===== config.mk =====
export PLATFORM = sky130hd
export DESIGN_NAME = td4_prog_ctrl
export DESIGN_NICKNAME = d
export VERILOG_FILES = /design/src/rtl/td4_prog_ctrl.sv
export SDC_FILE = /design/constraint.sdc
export NUM_CORES = 1
export LEC_CHECK = 0
export ABC_AREA = 1
export BUFFER_PORTS_ARGS = -buffer_cell sky130_fd_sc_hd__clkbuf_2
export CAP_MARGIN = 0
export CORE_ASPECT_RATIO = 1.25
export CORE_MARGIN = 2
export CORE_UTILIZATION = 49
export DETAILED_ROUTE_END_ITERATION = 7
export HOLD_SLACK_MARGIN = 0.12
export MAX_ROUTING_LAYER = met4
export PLACE_DENSITY_LB_ADDON = 0.12
export SYNTH_ARGS = -nofsm -noshare
export SYNTH_HDL_FRONTEND = slang
export SYNTH_SLANG_ARGS = --single-unit

===== constraint.sdc =====
create_clock -name clk -period 2.6 [get_ports clk]
set_clock_uncertainty 0.05 [all_clocks]
set_input_delay 0.26 -clock clk [delete_from_list [all_inputs] [get_ports clk]]
set_output_delay 0.26 -clock clk [all_outputs]
set_load 0.01 [all_outputs]

===== src/rtl/td4_prog_ctrl.sv =====
// rtl/td4_prog_ctrl.sv - TD4 program load/read/run/step controller with breakpoint halt.
// Pins are synchronised, then registered once more so mode and strobe effects align in time.
module td4_prog_ctrl #(
  parameter int ADDR_W = 4,
  parameter int OP_W   = 4,
  parameter int IMM_W  = 4
) (
  input  logic                    clk,
  input  logic                    rst_n,
  input  logic [1:0]              mode_i,
  input  logic                    strobe_i,
  input  logic                    addr_load_i,
  input  logic [ADDR_W-1:0]       addr_i,
  input  logic [OP_W-1:0]         op_i,
  input  logic [IMM_W-1:0]        imm_i,
  input  logic [ADDR_W-1:0]       pc_i,
  input  logic                    bp_en_i,
  input  logic [ADDR_W-1:0]       bp_addr_i,
  input  logic [OP_W-1:0]         mem_rop_i,
  input  logic [IMM_W-1:0]        mem_rimm_i,
  output logic [ADDR_W-1:0]       mem_addr_o,
  output logic                    mem_we_o,
  output logic [OP_W-1:0]         mem_wop_o,
  output logic [IMM_W-1:0]        mem_wimm_o,
  output logic                    cpu_en_o,
  output logic                    cpu_clr_o,
  output logic [OP_W+IMM_W-1:0]   rd_data_o,
  output logic [ADDR_W-1:0]       ptr_o,
  output logic                    halted_o
);

  localparam logic [2:0] ST_LOAD = 3'd0;
  localparam logic [2:0] ST_READ = 3'd1;
  localparam logic [2:0] ST_RUN  = 3'd2;
  localparam logic [2:0] ST_STEP = 3'd3;
  localparam logic [2:0] ST_HALT = 3'd4;

  logic [1:0]            mode_s1_q, mode_s2_q, mode_q, mode_prev_q;
  logic                  stb_s1_q, stb_s2_q, stb_s3_q, stb_pulse_q;
  logic [2:0]            state_q, state_d, mode_state;
  logic [ADDR_W-1:0]     ptr_q, ptr_d;
  logic [OP_W+IMM_W-1:0] rd_q, rd_d;
  logic                  clr_q, clr_d;
  logic                  mode_chg, strobe_act, bp_hit, access_st;

  always_ff @(posedge clk or negedge rst_n) begin
    if (!rst_n) begin
      mode_s1_q   <= 2'b00;
      mode_s2_q   <= 2'b00;
      mode_q      <= 2'b00;
      mode_prev_q <= 2'b00;
      stb_s1_q    <= 1'b0;
      stb_s2_q    <= 1'b0;
      stb_s3_q    <= 1'b0;
      stb_pulse_q <= 1'b0;
      state_q     <= ST_LOAD;
      ptr_q       <= '0;
      rd_q        <= '0;
      clr_q       <= 1'b0;
    end else begin
      mode_s1_q   <= mode_i;
      mode_s2_q   <= mode_s1_q;
      mode_q      <= mode_s2_q;
      mode_prev_q <= mode_q;
      stb_s1_q    <= strobe_i;
      stb_s2_q    <= stb_s1_q;
      stb_s3_q    <= stb_s2_q;
      stb_pulse_q <= stb_s2_q & ~stb_s3_q;
      state_q     <= state_d;
      ptr_q       <= ptr_d;
      rd_q        <= rd_d;
      clr_q       <= clr_d;
    end
  end

  // Transitions fire on a change of the synced mode so HALT can persist under a steady RUN pin.
  assign mode_chg   = (mode_q != mode_prev_q);
  assign strobe_act = stb_pulse_q & ~mode_chg;
  assign bp_hit     = bp_en_i && (pc_i == bp_addr_i);
  assign access_st  = (state_q == ST_LOAD) || (state_q == ST_READ);

  always_comb begin
    mode_state = ST_RUN;
    case (mode_q)
      2'b00:   mode_state = ST_RUN;
      2'b01:   mode_state = ST_STEP;
      2'b10:   mode_state = ST_LOAD;
      default: mode_state = ST_READ;
    endcase
  end

  always_comb begin
    state_d  = state_q;
    ptr_d    = ptr_q;
    rd_d     = rd_q;
    clr_d    = 1'b0;
    mem_we_o = 1'b0;
    cpu_en_o = 1'b0;
    case (state_q)
      ST_LOAD: begin
        if (strobe_act) begin
          if (addr_load_i) begin
            ptr_d = addr_i;
          end else begin
            mem_we_o = 1'b1;
            ptr_d    = ptr_q + ADDR_W'(1);
          end
        end
      end
      ST_READ: begin
        if (strobe_act) begin
          if (addr_load_i) begin
            ptr_d = addr_i;
          end else begin
            rd_d  = {mem_rop_i, mem_rimm_i};
            ptr_d = ptr_q + ADDR_W'(1);
          end
        end
      end
      ST_RUN: begin
        cpu_en_o = ~clr_q & ~bp_hit;
        if (bp_hit) state_d = ST_HALT;
      end
      ST_STEP: begin
        cpu_en_o = strobe_act & ~clr_q;
      end
      ST_HALT: begin
        // Resume executes the breakpointed instruction; a jump-to-self halts again.
        cpu_en_o = strobe_act;
        if (strobe_act) state_d = ST_RUN;
      end
      default: state_d = ST_LOAD;
    endcase
    if (mode_chg) begin
      state_d = mode_state;
      clr_d   = access_st && ((mode_state == ST_RUN) || (mode_state == ST_STEP));
    end
  end

  assign mem_addr_o = access_st ? ptr_q : pc_i;
  assign mem_wop_o  = op_i;
  assign mem_wimm_o = imm_i;
  assign cpu_clr_o  = clr_q;
  assign rd_data_o  = rd_q;
  assign ptr_o      = ptr_q;
  assign halted_o   = (state_q == ST_HALT);

endmodule


==> flow_metrics.py, run 1 <==
metrics = {
    "clock_tree": {
        "clk_pin_slew_worst_paths_ps": 130,
        "cts_buffer_depth": 2,
        "cts_buffers": 3,
        "clk_latency_ps": 300,
        "root_buffer": "clkbuf_4",
        "htreeDepth": 1,
        "cts_tree": "yes",
        "postCtsSetupRepairBufs": 0,
        "clkSinkCount": 28,
    },
    "worst_hold_path": {
        "hp-class": "in2reg",
        "holdPathStages": 3,
    },
    "drt": {
        "drt_iter0_drc": 27,
        "ant_nets": 0,
        "met3WireLength_um": 140,
        "routedWlPerCell_um": 10.86,
        "vias_per_cell": 4.735,
        "drc": 0,
        "firstDrtPassIters": 4,
        "drt-met1-wl_um": 1078,
        "met2WireLength_um": 1438,
        "highest_layer": "met4",
        "vias": 1179,
        "routed_wl_um": 2703,
    },
    "global_route": {
        "track_usage": 0.1916,
        "antenna_found_initial": 0,
        "first_global_vias": 1156,
        "grt_pass1_wl_um": 4678,
        "grt_start_max_net_pins": 29,
        "grt_overflow": 0,
    },
    "logic_synthesis": {
        "synthDistinctLibCells": 23,
        "syn_area_mm2": 0.001368,
        "syn_nets": 198,
        "synthCells": 162,
        "synth-seq-area-share": 0.5124,
        "avgSynthCellArea_um2": 8.442,
        "synth-seq-cells": 28,
        "ys_warn_count": 0,
    },
    "timing": {
        "maxSlewViolCount": 0,
        "hold_ws_ps": 160.2,
        "final-setup-viol-count": 0,
        "fin_setup_tns_ps": 0,
        "finalCritPeriodShare": 0.7197,
        "setup_ws_ps": 728.7,
        "finalCriticalPeriod_ps": 1871,
        "slew-limit-headroom": 0.5550,
        "fmax_mhz": 534.4,
        "hold_viol": 0,
        "tightest_slew_ps": 667.5,
        "rsz0062_at_grt": "no",
    },
    "die": {
        "fp.dieH_um": 63.07,
        "rows": 21,
        "die_w_um": 51.25,
        "initial_core_util": 0.5103,
        "dieArea_mm2": 0.003232,
        "ioPinCount": 63,
        "core_mm2": 0.002680,
    },
    "finish": {
        "final_common_cell": "nand2_1",
        "drive_gt1_frac": 0.3116,
        "layout_common_cells": "67 x nand2_1, 46 x clkbuf_2, 28 x dfrtp_1, 12 x inv_1, 12 x dlygate4sd3_1",
        "diodes": 0,
        "fin_util": 0.6429,
        "design_area_mm2": 0.001723,
        "areaGrowthSynthToFinish_pct": 25.98,
        "nNetsFinal": 253,
    },
    "outcome": {
        "outcome": "finished, final reports clean",
    },
    "place": {
        "gp_congestion": 0.8667,
        "port_buffers": 46,
        "place_ws_ps": 1054,
        "dp_hpwl_um": 2049,
        "place_area_mm2": 0.001580,
    },
    "setup_path": {
        "cp_num_buf_inv": 2,
        "cpMostUsedCell": "nand2_1",
        "path_class": "reg2out",
        "crit_arrival_ps": 1560,
        "worstSetupStartpointType": "register",
        "crit_slowest_cell": "dfrtp_1",
        "crit_chain": "xnor2_1 -> nand2_2 -> nor2_8 -> inv_2 -> nand2_1 -> o211ai_1 -> nand2_1 -> clkbuf_2",
        "cp_num_cells": 8,
        "crit_family": "flip-flops",
        "reg2regPathDepth": 7,
        "cp_slowest_stage_delay_ps": 430,
        "critical_path.max_fanout": 5,
        "end_kind": "output port",
        "critPathRequiredTime_ps": 2290,
    },
    "job": {
        "maxCapViolCount": 0,
    },
    "power_and_ir_drop": {
        "power_density_mw_per_mm2": 646.6,
        "p_leak_uw": 0.0009984,
        "peakVddDrop_uv": 497.5,
    },
}
-- final cells by class --
| class | count | area (um2) |
|---|---|---|
| Clock buffer | 3 | 22.52 |
| Sequential cell | 28 | 700.7 |
| Inverter | 21 | 83.83 |
| Fill cell | 245 | 957.2 |
| Multi-Input combinational cell | 105 | 523.0 |
| Timing Repair Buffer | 58 | 350.3 |
| Tap cell | 34 | 42.54 |
-- sequential cells by signal (all words and copies together), names as in the netlist --
signal / count
stb_pulse_q: 1
stb_s1_q: 1
mode_prev_q: 2
mode_s2_q: 2
mode_q: 2
ptr_o: 4
stb_s3_q: 1
cpu_clr_o: 1
rd_data_o: 8
mode_s1_q: 2
state_q: 3
stb_s2_q: 1
-- where the power goes --
| group | internal [uW] | switching (uW) |
|---|---|---|
| combinational | 165 | 208 |
| sequential | 509 | 71.7 |
| clock | 54.1 | 106 |
-- final timing paths --
path | slack, ps | start | to
max in group asynchronous | 1620 | rst_n | stb_s2_q$_DFF_PN0_
min | 160 | addr_i[3] | ptr_o[3]$_DFFE_PN0P_
min in group asynchronous | 460 | rst_n | mode_q[0]$_DFF_PN0_
min reg2reg | 320 | mode_s2_q[0]$_DFF_PN0_ | mode_q[0]$_DFF_PN0_
max reg2reg | 1180 | mode_q[0]$_DFF_PN0_ | rd_data_o[1]$_DFFE_PN0P_
max | 730 | mode_q[0]$_DFF_PN0_ | cpu_en_o
-- metrics by stage --
step / std cells / power (uW)
after floorplan: 162 / 806.6
after global placement: 234 / 937.4
after detailed placement: 234 / 952.0
after CTS: 249 / 1133
after global routing: 249 / 1211
final: 249 / 1114
-- layer usage --
metal	track usage	vias to the layer above
met5	-	-
met3	0.02133	8
li1	-	593
met2	0.3555	42
met4	0.08553	0
met1	0.1965	536
-- Yosys cell counts --
cell type,instances,area [um2]
xnor2_1,3,26.28
nor2_1,7,26.28
nand4_4,1,21.27
nand3_1,5,25.02
inv_2,8,30.03
nand4_1,1,6.260
o211ai_1,3,22.52
nand2_4,2,22.52
o21ai_1,4,20.02
clkinv_4,1,8.760
nor2_8,1,20.02
dfrtp_1,28,700.7
buf_4,8,60.06
ha_1,1,12.51
nor3_2,1,10.01
nand2_1,67,251.5
nor2_4,1,11.26
o21ai_0,2,10.01
xor2_1,1,8.760
or2_2,1,6.260
nor3_1,2,10.01
inv_1,12,45.04
nand2_2,2,12.51
-- timing repair --
item	CTS	global route
hold endpoints to repair	39	0
hold buffers	12	0
resized for setup	0	0
-- cell families (layout without fill, tap and decap cells) --
| family | after synthesis | in the layout | share of synthesized area |
|---|---|---|---|
| xor+xnor | 4 | 4 | 0.02562 |
| buf+inv | 29 | 82 | 0.1052 |
| compound gates | 9 | 9 | 0.03843 |
| simple gates | 91 | 91 | 0.3092 |
| fa+ha+maj | 1 | 1 | 0.009148 |
| flops | 28 | 28 | 0.5123 |
-- worst reg2reg max path: stages (launching register included) --
cell	delay [ps]
dfrtp_1	430
xnor2_1	170
nand2_2	140
nor2_8	150
nand4_4	180
clkinv_4	130
nand2_1	60
nand2_1	50
(Power assumes the default switching activity.)
==> inputs of run 2 (changes only) <==
Settings changed: CORE_UTILIZATION 49 to 41.
Clock period 2.6 ns to 1.7 ns, I/O delays scaled along.
==> run 2 against run 1 <==
Compared with the run above: clock-buffer cell count unchanged; power is 80% higher; first-iteration DRC count is 3.7% higher; global-route usage shrank 3.2 points; sequential power grew 53%; combinational power is 62% higher; critical path type unchanged; critical endpoint unchanged; largest cell class unchanged; largest power group unchanged.
==> flow_metrics.py, run 2 (synthesis gave the netlist of run 1 again) <==
metrics = {
    "power_and_ir_drop": {
        "p_total_uw": 2005,
        "power_density_mw_per_mm2": 1070,
        "peakVddDrop_uv": 811.7,
        "switching_power_uw": 632.5,
        "pwr-share-seq": 0.443,
        "internal_power_uw": 1373,
        "p_leak_uw": 0.001078,
        "p_sw_frac": 0.3154,
        "clkPwrFrac": 0.255,
        "comb_power_share": 0.302,
    },
    "die": {
        "die_w_um": 55.66,
        "initial_core_util": 0.4281,
        "fp.dieH_um": 68.57,
        "dieArea_mm2": 0.003816,
        "rows": 23,
        "ioPinCount": 63,
        "core_mm2": 0.003194,
    },
    "clock_tree": {
        "clk_pin_slew_worst_paths_ps": 90,
        "clk_latency_ps": 270,
        "root_buffer": "clkbuf_8",
        "cts_tree": "yes",
        "cts_buffers": 3,
        "cts_buffer_depth": 2,
        "clkSinkCount": 28,
        "htreeDepth": 1,
    },
    "setup_path": {
        "reg2regPathDepth": 9,
        "crit_chain": "xnor2_2 -> nand2_2 -> nor2_8 -> inv_2 -> nand2_1 -> o211ai_1 -> nand2_1 -> buf_2",
        "critical_path.max_fanout": 3,
        "crit_family": "flip-flops",
        "cp_slowest_stage_delay_ps": 410,
        "worstSetupStartpointType": "register",
        "r2r_slack_ps": 140,
        "critPathRequiredTime_ps": 1480,
        "cpMostUsedCell": "nand2_1",
        "path_class": "reg2out",
        "r2r-start": "mode_prev_q[0]$_DFF_PN0_",
        "r2r_end": "rd_data_o[0]$_DFFE_PN0P_",
        "cp_num_buf_inv": 2,
        "end_kind": "output port",
        "crit_arrival_ps": 1460,
        "crit_slowest_cell": "dfrtp_1",
    },
    "finish": {
        "nNetsFinal": 263,
        "drive_gt1_frac": 0.3628,
        "final_common_cell": "nand2_1",
        "diodes": 0,
        "fin_cells": 263,
        "largest_reg_flops": 8,
        "areaGrowthSynthToFinish_pct": 37.05,
        "layout_common_cells": "67 x nand2_1, 45 x clkbuf_2, 26 x dfrtp_1, 13 x dlygate4sd3_1, 12 x inv_1",
    },
    "timing": {
        "fin_setup_tns_ps": 0,
        "finalCriticalPeriod_ps": 1680,
        "fmax_mhz": 595.4,
        "maxSlewViolCount": 0,
        "finalCritPeriodShare": 0.9880,
        "hold_viol": 0,
        "rsz0062_at_grt": "yes",
        "slew-limit-headroom": 0.5528,
        "tightest_slew_ps": 670.7,
        "final-setup-viol-count": 0,
    },
    "global_route": {
        "grt_pass1_wl_um": 4705,
        "track_usage": 0.1591,
        "grt_start_max_net_pins": 29,
        "first_global_vias": 1200,
        "antenna_found_initial": 0,
        "grt_overflow": 0,
    },
    "drt": {
        "routed_wl_um": 2843,
        "vias": 1237,
        "firstDrtPassIters": 4,
        "ant_nets": 0,
        "drt_iter0_drc": 28,
        "routedWlPerCell_um": 10.81,
        "vias_per_cell": 4.703,
        "drc": 0,
    },
    "worst_hold_path": {
        "hold_path_end": "ptr_o[2]$_DFFE_PN0P_",
        "hp-class": "in2reg",
        "min_from": "addr_i[2]",
        "holdPathStages": 5,
    },
    "place": {
        "place_inst": 237,
        "port_buffers": 46,
        "dp_hpwl_um": 2015,
        "gp_congestion": 0.8684,
    },
    "job": {
        "maxCapViolCount": 0,
    },
    "outcome": {
        "outcome": "finished, final reports clean",
    },
}
-- run 2: cell count changes in the layout (fill, tap and decap cells not counted), sizes merged --
cell	change
buf	+9
bufinv	+1
clkbuf	-1
dlygate4sd3	+1
nand2	+1
-- run 2: through the flow --
| step | setup WS [ps] | area (um2) | hold slack, ps | util |
|---|---|---|---|---|
| 3_5_place_dp | 242.5 | 1584 | 200.7 | 0.4959 |
| 5_1_grt | -76.37 | 1874 | 162.1 | 0.5868 |
| 2_1_floorplan | 355.5 | 1368 | -175.6 | - |
| 4_1_cts | -12.52 | 1815 | 147.0 | 0.5684 |
| 6_report | 20.39 | 1874 | 150.6 | 0.5868 |
| 3_3_place_gp | 281.6 | 1584 | 184.4 | 0.4959 |
-- run 2: tightest hold or removal path: cells and delay by family --
family / cells / cell delay [ps]
AO/OA/AOI/OAI: 1 / 60
buffers and inverters: 1 / 70
AND/OR/NAND/NOR: 3 / 130
-- run 2: how the worst max path moves through the flow --
stage,startpoint,to,slack [ps],cells past startpoint
finish,mode_prev_q[0]$_DFF_PN0_,cpu_en_o,20,8
global route,mode_prev_q[0]$_DFF_PN0_,cpu_en_o,-80,8
CTS,mode_q[1]$_DFF_PN0_,cpu_en_o,-10,8
detailed placement,mode_q[1]$_DFF_PN0_,cpu_en_o,240,8
global placement,mode_q[0]$_DFF_PN0_,cpu_en_o,280,8
floorplan,mode_q[0]$_DFF_PN0_,mem_we_o,360,5
-- run 2: layout make-up --
cell class	count	area, um2
Clock buffer	3	41.29
Timing Repair Buffer	67	420.4
Clock inverter	1	30.03
Tap cell	37	46.29
Multi-Input combinational cell	106	549.3
Sequential cell	28	703.2
Inverter	21	83.83
Fill cell	280	1320
-- run 2: power groups by stage --
stage / clock (uW) / combinational (uW) / sequential, uW
6_report: 511 / 605 / 889
5_1_grt: 552 / 683 / 911
4_1_cts: 533 / 584 / 889
3_5_place_dp: 0 / 549 / 901
3_3_place_gp: 0 / 539 / 898
2_1_floorplan: 0 / 306 / 928
-- run 2: what timing repair did --
item	4_1_cts	5_1_grt
cloned	0	1
pin swaps	4	6
resized for setup	0	6
hold buffers	13	0
buffers inserted	4	4
endpoints found under the setup margin	2	6
endpoints found under the hold margin	40	0
-- run 2: layer usage --
layer | wire length [um] | share of wire | track usage | vias to the layer above
met3 | 154 | 0.054 | 0.02985 | 8
met5 | 0 | 0 | - | -
met1 | 1105 | 0.39 | 0.1741 | 569
met4 | 51 | 0.018 | 0.06707 | 0
met2 | 1532 | 0.54 | 0.2887 | 45
li1 | - | - | - | 615
